## config.mk

```make
export PLATFORM = sky130hd
export DESIGN_NAME = div_unit
export DESIGN_NICKNAME = d
export VERILOG_FILES = /design/src/rtl/div_unit_pkg.sv /design/src/rtl/div_unit_step.sv /design/src/rtl/div_unit.sv
export SDC_FILE = /design/constraint.sdc
export NUM_CORES = 1
export LEC_CHECK = 0
export ABC_AREA = 1
export CAP_MARGIN = 20
export CORE_MARGIN = 5
export CORE_UTILIZATION = 60
export CTS_BUF_LIST = sky130_fd_sc_hd__clkbuf_8
export DETAILED_ROUTE_END_ITERATION = 7
export PLACE_DENSITY = 0.87
export SLEW_MARGIN = 15
export SYNTH_ARGS = -nofsm -noshare
export SYNTH_HDL_FRONTEND = slang
export SYNTH_SLANG_ARGS = --single-unit
```

## constraint.sdc

```tcl
create_clock -name clk -period 3.6 [get_ports clk]
set_input_delay 0.36 -clock clk [delete_from_list [all_inputs] [get_ports clk]]
set_output_delay 0.36 -clock clk [all_outputs]
set_load 0.005 [all_outputs]
```

## src/rtl/div_unit_pkg.sv

```systemverilog
// Shared defines for the EX-stage divider: FSM state codes and control-level constants.
package div_unit_pkg;

  typedef enum logic [1:0] {
    DivFree   = 2'b00,
    DivByZero = 2'b01,
    DivOn     = 2'b10,
    DivEnd    = 2'b11
  } div_state_e;

  localparam logic DivResultReady    = 1'b1;
  localparam logic DivResultNotReady = 1'b0;
  localparam logic DivStart          = 1'b1;
  localparam logic DivStop           = 1'b0;

  localparam logic Stop      = 1'b1;
  localparam logic NoStop    = 1'b0;
  localparam logic RstEnable = 1'b1;

  localparam logic [5:0] DivSteps = 6'd32;

endpackage

```

## src/rtl/div_unit_step.sv

```systemverilog
// One restoring-division step: trial-subtract the divisor from the upper partial
// remainder and shift in the resulting quotient bit.
module div_step (
  input  logic [64:0] i_dividend,
  input  logic [31:0] i_divisor,
  output logic [64:0] o_dividend
);

  logic [32:0] w_diff;

  assign w_diff     = {1'b0, i_dividend[63:32]} - {1'b0, i_divisor};
  assign o_dividend = w_diff[32] ? {i_dividend[63:0], 1'b0}
                                 : {w_diff[31:0], i_dividend[31:0], 1'b1};

endmodule

```

## src/rtl/div_unit.sv

```systemverilog
// Multi-cycle radix-2 restoring divider, result {remainder, quotient} after 32 steps.
// Signed DIV support is built only when DIV_SIGNED_EN is defined; otherwise all divides are unsigned.
module div_unit
  import div_unit_pkg::*;
(
  input  logic        clk,
  input  logic        rst,
  input  logic        start_i,
  input  logic        annul_i,
  input  logic        signed_div_i,
  input  logic [31:0] opdata1_i,
  input  logic [31:0] opdata2_i,
  output logic [63:0] result_o,
  output logic        ready_o,
  output logic        stallreq_o
);

  div_state_e  r_state, w_state_n;
  logic [5:0]  r_cnt, w_cnt_n;
  logic [64:0] r_dividend, w_dividend_n, w_step;
  logic [31:0] r_divisor, w_divisor_n;
  logic [63:0] r_result, w_result_n;
  logic        r_ready, w_ready_n;
  logic [31:0] w_op_a, w_op_b, w_quo, w_rem;

`ifdef DIV_SIGNED_EN
  logic r_neg_quo, r_neg_rem, w_neg_quo_n, w_neg_rem_n;

  assign w_op_a = (signed_div_i && opdata1_i[31]) ? (~opdata1_i + 32'd1) : opdata1_i;
  assign w_op_b = (signed_div_i && opdata2_i[31]) ? (~opdata2_i + 32'd1) : opdata2_i;
  assign w_quo  = r_neg_quo ? (~r_dividend[31:0] + 32'd1) : r_dividend[31:0];
  assign w_rem  = r_neg_rem ? (~r_dividend[64:33] + 32'd1) : r_dividend[64:33];
`else
  logic w_unused_signed;

  assign w_unused_signed = signed_div_i;
  assign w_op_a = opdata1_i;
  assign w_op_b = opdata2_i;
  assign w_quo  = r_dividend[31:0];
  assign w_rem  = r_dividend[64:33];
`endif

  div_step u_step (
    .i_dividend (r_dividend),
    .i_divisor  (r_divisor),
    .o_dividend (w_step)
  );

  always_comb begin
    w_state_n    = r_state;
    w_cnt_n      = r_cnt;
    w_dividend_n = r_dividend;
    w_divisor_n  = r_divisor;
    w_result_n   = r_result;
    w_ready_n    = r_ready;
`ifdef DIV_SIGNED_EN
    w_neg_quo_n  = r_neg_quo;
    w_neg_rem_n  = r_neg_rem;
`endif
    case (r_state)
      DivFree: begin
        if (start_i == DivStart && !annul_i) begin
          w_cnt_n = 6'd0;
          if (opdata2_i == 32'd0) begin
            w_state_n = DivByZero;
          end else begin
            w_state_n    = DivOn;
            w_dividend_n = {32'd0, w_op_a, 1'b0};
            w_divisor_n  = w_op_b;
`ifdef DIV_SIGNED_EN
            w_neg_quo_n  = signed_div_i & (opdata1_i[31] ^ opdata2_i[31]);
            w_neg_rem_n  = signed_div_i & opdata1_i[31];
`endif
          end
        end
      end
      DivByZero: begin
        // Held for two cycles so ready_o lands after edge 2 of the request.
        if (annul_i) begin
          w_state_n = DivFree;
        end else if (r_cnt == 6'd0) begin
          w_cnt_n = 6'd1;
        end else begin
          w_result_n = 64'h0;
          w_ready_n  = DivResultReady;
          w_state_n  = DivEnd;
        end
      end
      DivOn: begin
        if (annul_i) begin
          w_state_n = DivFree;
          w_cnt_n   = 6'd0;
        end else if (r_cnt != DivSteps) begin
          w_dividend_n = w_step;
          w_cnt_n      = r_cnt + 6'd1;
        end else begin
          w_result_n = {w_rem, w_quo};
          w_ready_n  = DivResultReady;
          w_state_n  = DivEnd;
          w_cnt_n    = 6'd0;
        end
      end
      DivEnd: begin
        if (start_i == DivStop) begin
          w_state_n  = DivFree;
          w_ready_n  = DivResultNotReady;
          w_result_n = 64'h0;
        end
      end
      default: w_state_n = DivFree;
    endcase
  end

  always_ff @(posedge clk) begin
    if (rst == RstEnable) begin
      r_state    <= DivFree;
      r_cnt      <= 6'd0;
      r_dividend <= 65'd0;
      r_divisor  <= 32'd0;
      r_result   <= 64'h0;
      r_ready    <= DivResultNotReady;
`ifdef DIV_SIGNED_EN
      r_neg_quo  <= 1'b0;
      r_neg_rem  <= 1'b0;
`endif
    end else begin
      r_state    <= w_state_n;
      r_cnt      <= w_cnt_n;
      r_dividend <= w_dividend_n;
      r_divisor  <= w_divisor_n;
      r_result   <= w_result_n;
      r_ready    <= w_ready_n;
`ifdef DIV_SIGNED_EN
      r_neg_quo  <= w_neg_quo_n;
      r_neg_rem  <= w_neg_rem_n;
`endif
    end
  end

  assign result_o   = r_result;
  assign ready_o    = r_ready;
  assign stallreq_o = (start_i && !annul_i && r_state != DivEnd) ? Stop : NoStop;

endmodule

```

; Yosys cells after proc, flatten, opt, wreduce, memory -nomap -nowiden
; Cells that the tools add are included.
[totals]
out_inout_bits = 66
word_cells = 72
inputBits = 69
regBits = 170
[op_classes]
reduce_logical = 14
n_mux = 33
addsub = 2
n_eq_ne = 16
n_bitwise = 1
[op_table]
columns = op, count
row1 = $mux W65, 5
row2 = $mux W64, 5
row3 = $pmux W64 S3, 1
row4 = $pmux W65 S2, 1
row5 = $sub A32 B32 Y33, 1
row6 = $logic_not A32 Y1, 1
row7 = $mux W6, 5
row8 = $ne A2 B2 Y1 const B, 10
row9 = $pmux W6 S3, 1
row10 = $mux W2, 7
row11 = $pmux W2 S4, 1
row12 = $reduce_and A4 Y1, 2
row13 = $add A6 B1 Y6 const B, 1
row14 = $logic_not A6 Y1, 1
row15 = $mux W1, 6
row16 = $ne A3 B3 Y1 const B, 2
row17 = $ne A6 B6 Y1 const B, 1
row18 = $reduce_and A6 Y1, 1
row19 = $reduce_bool A3 Y1, 2
row20 = $reduce_and A5 Y1, 1
row21 = $eq A2 B2 Y1 const B, 2
row22 = $pmux W1 S3, 1
row23 = $reduce_and A3 Y1, 1
row24 = $eq A2 B1 Y1 const B, 1
row25 = other kinds (5), 6

; Depth between registers and ports, before layout
; Gate-level depths: netlist (run 1).
[logic_depth]
depth_word = 5
ltp_mapped = 16
mapped_depth_nobuf = 15

; Hierarchy
; A second synthesis (run 1) with hierarchy kept.
[unflattened]
hier_cells = 1707
hier_area_um2 = 11248.3
[modules_own_cells]
columns = mod, seq_area_each_um2, area_each_um2, instances, cells_each
row1 = div_unit, 3403.3, 7892.6, 1, 1031
row2 = div_step, 0.0, 3355.7, 1, 676

; Worst setup path after synthesis (run 1)
; Ideal clock, no wire load.
[synth_path]
path_type = register to register
startpoint = register r_dividend[32]
endpoint = register r_dividend[49]
stages_incl_launch_ff = 15
setup_slack_ps = 1518
synth_period_minus_slack_ps = 2082
setup_time_ps = 132
required_time_ps = 3468
arrival_ps = 1950
n_path_buf = 1
path_cell_list = dfxtp_1 > inv_1 > ha_1 > fa_1 > o21ai_0 > nand3_1 > nand2_1 > nand2_1 > nand2_2 > nand2_4 > nand2_4 > buf_4 > nand3_1 > nand3_1 > a21oi_1
[synth_between]
elab_chain_len = 5
[synth_rtl]
columns = element, line
row1 = "start, declared", div_unit.sv:20  ; logic [64:0] r_dividend, w_dividend_n, w_step;
row2 = "start signal, assigned", div_unit.sv:129  ; r_dividend <= w_dividend_n;
row3 = $sub A32 B32 Y33, div_unit_step.sv:11  ; assign w_diff = {1'b0, i_dividend[63:32]} - {1'b0, i_divisor};
row4 = $mux W65, div_unit_step.sv:12  ; assign o_dividend = w_diff[32] ? {i_dividend[63:0], 1'b0}
row5 = $mux W65, div_unit.sv:93  ; end else if (r_cnt != DivSteps) begin
row6 = $mux W65, div_unit.sv:90  ; if (annul_i) begin
row7 = $pmux W65 S2, div_unit.sv:60  ; case (r_state)
; No other way between the ends. The select of a mux whose other input is x is not followed.
; A chain may end at the register's enable or synchronous reset.

; Worst setup path in the final report (run 1)
[layout_path]
startpoint = input port opdata2_i[27]
endpoint = register r_dividend[48]
[layout_between]
elab_chain_len = 3
[layout_rtl]
columns = element, line
row1 = "start, declared", div_unit.sv:12  ; input logic [31:0] opdata2_i,
row2 = $logic_not A32 Y1, div_unit.sv:64  ; if (opdata2_i == 32'd0) begin
row3 = $ne A2 B2 Y1 (no line), n/a
row4 = $reduce_and A5 Y1 (no line), n/a
; No other way between the ends.

==> flow_summary_export.csv, run 1 <==
group,metric,value,unit
global_routing,grt_max_degree,77,
hold_path,whs_endpoint,"result_o[20]",
setup_path,critPathCaptureType,"flop",
sta,final_hold_viol_count,0,
setup_path,timing.critical_path.cells,"clkdlybuf4s50_1, nor2_1, nand2_1, nor2_1, nand2_1, nor2_1, nand2_1, nand2_1, buf_4, inv_2, o21ai_0, a21oi_1",
floorplanning,floorplan.initialDensity,60.73,%
clock_tree,clock_tree.buffer_depth,2,
floorplanning,placeableCoreArea,15770,sq um
sta,min_period_over_period,78.28,%
yosys,synthCells,1481,
floorplanning,std_cell_rows,46,
global_routing,number_of_global_route_vias_before_repair,9275,
pwr,power.share.clock,15.5,%
clock_tree,cts_resized,0,
final_layout,register_area,3403,sq um
sta,fin_tns_setup,0,ns
setup_path,critical-path-slowest-cell,"inv_2",
hold_path,min_delay_path_depth,4,
yosys,synth_area,9578,sq um
placed_design,place.detailed.hpwl,19610,microns
setup_path,path_delay_family,"buffers and inverters",
setup_path,critPathLaunchType,"input port",
yosys,yosys_warnings,0,
yosys,synth_cell_types,38,
sta,period_needed,2.818,ns
yosys,synth_flop_cell,"dfxtp_1",
setup_path,ff2ff_path_depth,12,
final_layout,final_layout_size_suffix_gt1_share,3.960,%
hold_path,min_delay_worst_type,"in2reg",
final_layout,count_of_filler_cells_inserted_in_the_layout,1409,
pwr,p_int,4.394,mW
floorplanning,floorplan.die.width,136.3,microns
global_routing,grt_overall_usage,29.45,%
clock_tree,cts_root_buf,"clkbuf_8",
pwr,power_per_cell_area,745.7,nW/um^2
yosys,yosysSeqAreaShare,35.53,%
setup_path,crit_arrival,3.14,ns
routing,detail_route.vias_per_cell,5.431,
placed_design,place.gp.congestion,0.9523,
sta,setup_violations,0,
clock_tree,clock_sink_count,170,
routing,routedWlPerCell,15.12,microns
final_layout,antennaDiodeCount,0,
routing,route.detailed.drc,0,
routing,drt_first_iter_violations,693,
setup_path,timing.reg2reg.setup_slack,0.82,ns
run,maxCapViolCount,0,
routing,routed_wirelength,27320,microns
yosys,syn_area_per_cell,6.467,sq um
global_routing,grt_first_pass_wirelength,44010,microns
yosys,ys_async_sr_fraction,0,%
global_routing,grt_antenna_before_repair,0,
sta,relSlewSlack,34.15,%
setup_path,worstPathRequired,3.92,ns
pwr,seq_power_share,29.6,%
setup_path,worst_r2r_startpoint,"r_state[0]",
pwr,comb_power_share,54.9,%
sta,worstMarginPinSlew,0.9863,ns
sta,finalMaxSlewViolations,0,
clock_tree,postCtsHoldBufs,0,
setup_path,number_of_buffers_and_inverters_on_the_critical_path,3,
floorplanning,dieHeight,136.3,microns
final_layout,nNetsFinal,1690,
pwr,p_sw,4.085,mW
sta,grt_setup_unrepaired,"no",
setup_path,crit_top_cell,"nand2_1",
routing,ant_nets,0,
sta,achievable-frequency,354.9,MHz
setup_path,critical_path_peak_fanout,70,
clock_tree,cts_htree_levels,4,
floorplanning,design.die.area,18590,sq um
yosys,postSynthNetCount,1591,
final_layout,multi_input_combinational_cell_area,5084,sq um
pwr,lkg_pwr,5.163,nW
global_routing,overflow,0,
clock_tree,tritoncts_clock_tree,"built",
setup_path,worstSetupPathType,"in2reg",
sta,fin_worst_skew,0.01651,ns
clock_tree,post_cts_buffers,0,
routing,drt_pre_antenna_iters,5,
clock_tree,cts.reportedPaths.clkPinSlew,0.09,ns
yosys,synth-edff-count,0,
hold_path,hold_path.startpoint,"rst",
yosys,synth-seq-cells,170,
setup_path,crit_path_max_incr_delay,0.47,ns
placed_design,buffer_ports.inserted,133,
final_layout,layout-area-overhead-vs-synth,18.72,%
routing,vias,9813,
pwr,netSwitchingFraction,48.18,%
pwr,worst_ir_drop_vdd,0.0007306,V
clock_tree,worst_skew_pair.late_latency,0.48,ns
status,run_status,"finished, final reports clean",
pwr,totalPowerFinal,8.479,mW
floorplanning,num_io_pins,135,
clock_tree,num_cts_buffers,17,
setup_path,ff_to_ff_end,"r_dividend[48]",
[per-layer routing]
metal	routed length, microns	global-route usage (%)	vias up
li1	-	-	4947
met1	11740	36.51	4490
met2	12830	49.48	320
met3	2132	8.586	56
met4	615	9.071	0
met5	0	0	-
[cell type report]
type                    instances  area share [%]
multi-input cells            1035           44.71
inverters                     207           6.833
repair buffers                149           12.94
well taps                     216           2.377
clock inverters                12           1.034
flip-flops and latches        170           29.93
clock buffers                  18           2.179
[how the worst max path moves through the flow]
| stage | start | to | slack [ns] | depth (start not counted) |
|---|---|---|---|---|
| detailed placement | opdata2_i[25] | r_dividend[48] | 0.36 | 12 |
| global route | r_state[0] | r_dividend[37] | 0.55 | 12 |
| finish | opdata2_i[27] | r_dividend[48] | 0.78 | 12 |
| floorplan | r_dividend[32] | r_dividend[49] | 1.52 | 14 |
| global placement | annul_i | r_dividend[63] | 0.45 | 13 |
| CTS | opdata2_i[25] | r_dividend[48] | 0.85 | 12 |
[worst register-to-register path, delay by kind of cell (launching register included)]
kind	cells	cell delay, ns
AO/OA/AOI/OAI	4	0.60
flip-flops	1	0.43
buffers and inverters	4	1.20
adder cells (fa/ha/maj)	1	0.22
AND/OR/NAND/NOR	3	0.24
[cell usage after synthesis (all sizes together) (2+ instances only)]
cell type,count,area [sq um]
clkinv,2,7.510
nor3,11,60.06
nand3,110,555.5
xnor2,12,105.1
inv,205,769.5
and2,3,18.77
ha,40,500.5
a31oi,33,206.5
nand3b,21,157.7
xor2,2,17.52
o21a,9,67.56
nand4,4,25.02
clkbuf,39,147.6
o21ai,101,505.5
a21oi,158,802.0
nor2,76,292.8
nand2,448,1702
dfxtp,170,3403
buf,30,168.9
[stage by stage]
stage          worst slack (ns)  instance area, sq um  utilization, %  hold WS [ns]  std cells
5_1_grt                  0.5540                 11370           72.10        0.3458       1807
3_5_place_dp             0.3619                 11010           69.79        0.4450       1777
2_1_floorplan             1.518                  9578               -        0.4274       1481
3_3_place_gp             0.4486                 11000           69.74        0.4390       1776
6_report                 0.7820                 11370           72.10        0.3352       1807
4_1_cts                  0.8538                 11370           72.10        0.3078       1807
[cells in the final DEF (no fill, tap or decap), drive strengths merged, types with 12 or more instances in the layout]
cell type      Yosys  routed
dfxtp            170     170
nor2              76      76
a21oi            158     158
inv              205     210
nand3            110     110
clkbuf            39      18
nand2            448     448
nand3b            21      21
xnor2             12      12
a31oi             33      33
o21ai            101     101
buf               30      17
clkdlybuf4s50      0     132
ha                40      40
[kinds of logic after synthesis]
kind of cell / synth area share (%)
AND/OR/NAND/NOR: 29.50
AO/OA/AOI/OAI: 16.84
buffers and inverters: 11.42
flip-flops: 35.53
adder cells (fa/ha/maj): 5.434
XOR/XNOR: 1.280
[registers in the layout (all words and copies together), names as in the netlist]
name,flops
r_divisor,32
r_state,2
result_o,64
r_dividend,65
r_cnt,6
ready_o,1
[power groups by stage]
stage / clock network (mW) / logic (mW) / registers, mW
3_3_place_gp: 0 / 4.46 / 2.52
4_1_cts: 1.33 / 4.60 / 2.50
5_1_grt: 1.41 / 5.21 / 2.55
3_5_place_dp: 0 / 4.57 / 2.53
2_1_floorplan: 0 / 3.39 / 2.48
6_report: 1.31 / 4.65 / 2.51
Power figures use the tool's default switching activity.
==> run 2, diff against run 1 <==
CORE_UTILIZATION = 52   (was 60)
PLACE_DENSITY = 0.8   (was 0.87)
clock period = 2.4 ns   (was 3.6 ns; I/O delays follow)
==> run 2 against run 1 <==
Effect of this change:
- setup slack worse by 0.67 ns
- wire length up 1.9%
- worst hold slack worse by 0.055 ns
- largest cell class unchanged
- total power up 60%
==> flow_summary_export.csv, run 2 (synthesized netlist as in run 1, its figures left out) <==
group,metric,value,unit
setup_path,crit_arrival,2.67,ns
final_layout,final_layout_size_suffix_gt1_share,6.328,%
global_routing,grt_max_degree,75,
setup_path,path_delay_family,"simple AND/OR/NAND/NOR gates",
sta,achievable-frequency,436.4,MHz
sta,period_needed,2.292,ns
floorplanning,placeableCoreArea,18020,sq um
floorplanning,dieHeight,145.7,microns
routing,vias,9743,
setup_path,critical-path-slowest-cell,"fa_2",
floorplanning,floorplan.initialDensity,53.14,%
setup_path,number_of_buffers_and_inverters_on_the_critical_path,3,
placed_design,place.gp.congestion,0.9660,
sta,min_period_over_period,95.48,%
clock_tree,cts_htree_levels,4,
final_layout,stdcell_count,1841,
setup_path,ff2ff_path_depth,15,
final_layout,register_area,3407,sq um
placed_design,area_of_placed_instances,11220,sq um
floorplanning,std_cell_rows,49,
sta,fin_worst_skew,0.01738,ns
routing,routedWlPerCell,15.12,microns
final_layout,nNetsFinal,1709,
sta,worstMarginPinSlew,0.8549,ns
hold_path,min_delay_worst_type,"in2reg",
final_layout,most_flops_register,"r_dividend",
placed_design,place.detailed.hpwl,20260,microns
final_layout,design_area,11770,sq um
setup_path,critPathLaunchType,"flop",
placed_design,post-place-cells,1806,
setup_path,worstSetupPathType,"reg2reg",
pwr,lkg_pwr,5.334,nW
floorplanning,design.die.area,21230,sq um
sta,final_hold_viol_count,0,
final_layout,count_of_filler_cells_inserted_in_the_layout,1650,
global_routing,grt_first_pass_wirelength,45430,microns
pwr,power_per_cell_area,1151,nW/um^2
routing,route.detailed.drc,0,
sta,fin_worst_hold_slack,0.2802,ns
global_routing,overflow,0,
run,maxCapViolCount,0,
clock_tree,clock_tree.buffer_depth,2,
hold_path,min_delay_path_depth,4,
clock_tree,postCtsHoldBufs,0,
final_layout,top_library_cells_by_usage_in_the_layout_fill_and_taps_aside,"nand2_1, inv_1, dfxtp_1",
routing,routed_wirelength,27830,microns
setup_path,crit_path_max_incr_delay,0.43,ns
clock_tree,cts.reportedPaths.clkPinSlew,0.11,ns
status,run_status,"finished, final reports clean",
placed_design,buffer_ports.inserted,133,
final_layout,multi_input_combinational_cell_area,5142,sq um
final_layout,antennaDiodeCount,0,
global_routing,number_of_global_route_vias_before_repair,9254,
routing,ant_nets,0,
floorplanning,floorplan.die.width,145.7,microns
setup_path,critical_path_peak_fanout,7,
routing,drt_first_iter_violations,756,
clock_tree,tritoncts_clock_tree,"built",
clock_tree,cts_root_buf,"clkbuf_8",
routing,detail_route.vias_per_cell,5.292,
setup_path,worstPathRequired,2.78,ns
clock_tree,worst_skew_pair.late_latency,0.49,ns
final_layout,layout-area-overhead-vs-synth,22.91,%
setup_path,critPathCaptureType,"flop",
setup_path,timing.critical_path.cells,"inv_1, ha_2, fa_2, o21ai_2, nand3_2, nand2_2, nand2_1, nand2_2, nand2_4, nand2_8, buf_12, buf_4, nand2_1, nand2_1, a21oi_2",
sta,setup_violations,0,
global_routing,grt_antenna_before_repair,0,
clock_tree,num_cts_buffers,17,
final_layout,mostFrequentLayoutCell,"nand2_1",
pwr,worst_ir_drop_vdd,0.0006984,V
floorplanning,num_io_pins,135,
sta,finalMaxSlewViolations,0,
global_routing,grt_overall_usage,25.53,%
routing,drt_pre_antenna_iters,5,
setup_path,critical_path_depth,15,
setup_path,crit_top_cell,"nand2_1",
final_layout,largest_register_ffs,65,
clock_tree,clock_sink_count,170,
sta,relSlewSlack,43.00,%
setup_path,timing.reg2reg.setup_slack,0.11,ns
-- run 2: area by class of cell --
type                    count  area share [%]
clock inverters            15           1.828
multi-input cells        1035           43.68
repair buffers            168           14.53
well taps                 229           2.434
inverters                 207           6.600
clock buffers              17           1.987
flip-flops and latches    170           28.94
-- run 2: path summary, 6_finish.rpt --
| path | from | end |
|---|---|---|
| min reg2reg | result_o[63] | result_o[63] |
| min | rst | result_o[4] |
| max | r_dividend[32] | r_dividend[37] |
| max reg2reg | r_dividend[32] | r_dividend[37] |
-- run 2: layer usage --
metal | vias to the layer above | GRT usage [%] | part of all wire (%)
li1 | 4991 | - | -
met3 | 41 | 6.384 | 7.3
met1 | 4411 | 33.11 | 45
met4 | 0 | 6.996 | 1.7
met5 | - | 0 | 0
met2 | 300 | 42.36 | 46
-- run 2: power breakdown --
| part | switching (mW) | internal [mW] | total [mW] | leakage, nW |
|---|---|---|---|---|
| Clock | 1.34 | 0.919 | 2.25 | 0.222 |
| Sequential | 0.335 | 3.43 | 3.76 | 1.39 |
| Combinational | 4.82 | 2.71 | 7.53 | 3.72 |
-- run 2: metrics by stage --
| stage | power, mW | setup WS (ns) | TNS, ns | util (%) |
|---|---|---|---|---|
| floorplan | 8.810 | 0.3182 | 0 | - |
| global placement | 10.87 | 0.02740 | 0 | 62.23 |
| detailed placement | 11.00 | -0.01673 | -0.02697 | 62.23 |
| CTS | 13.29 | 0.01356 | 0 | 64.72 |
| global route | 14.61 | -0.05316 | -0.09137 | 65.31 |
| finish | 13.55 | 0.1084 | 0 | 65.31 |
-- run 2: worst register-to-register path, stage by stage, from the launching register on --
cell and delay [ns]:
dfxtp_2 0.34, inv_1 0.07, ha_2 0.21, fa_2 0.43, o21ai_2 0.15, nand3_2 0.08, nand2_2 0.09, nand2_1 0.08
nand2_2 0.09, nand2_4 0.08, nand2_8 0.10, buf_12 0.13, buf_4 0.12, nand2_1 0.06, nand2_1 0.11, a21oi_2 0.06
-- run 2: what timing repair did --
action                     CTS  global route
gates cloned                 0             1
pin swaps                    0             3
gates resized for setup      1            21
setup endpoints to repair    6            33
setup buffers                0             2
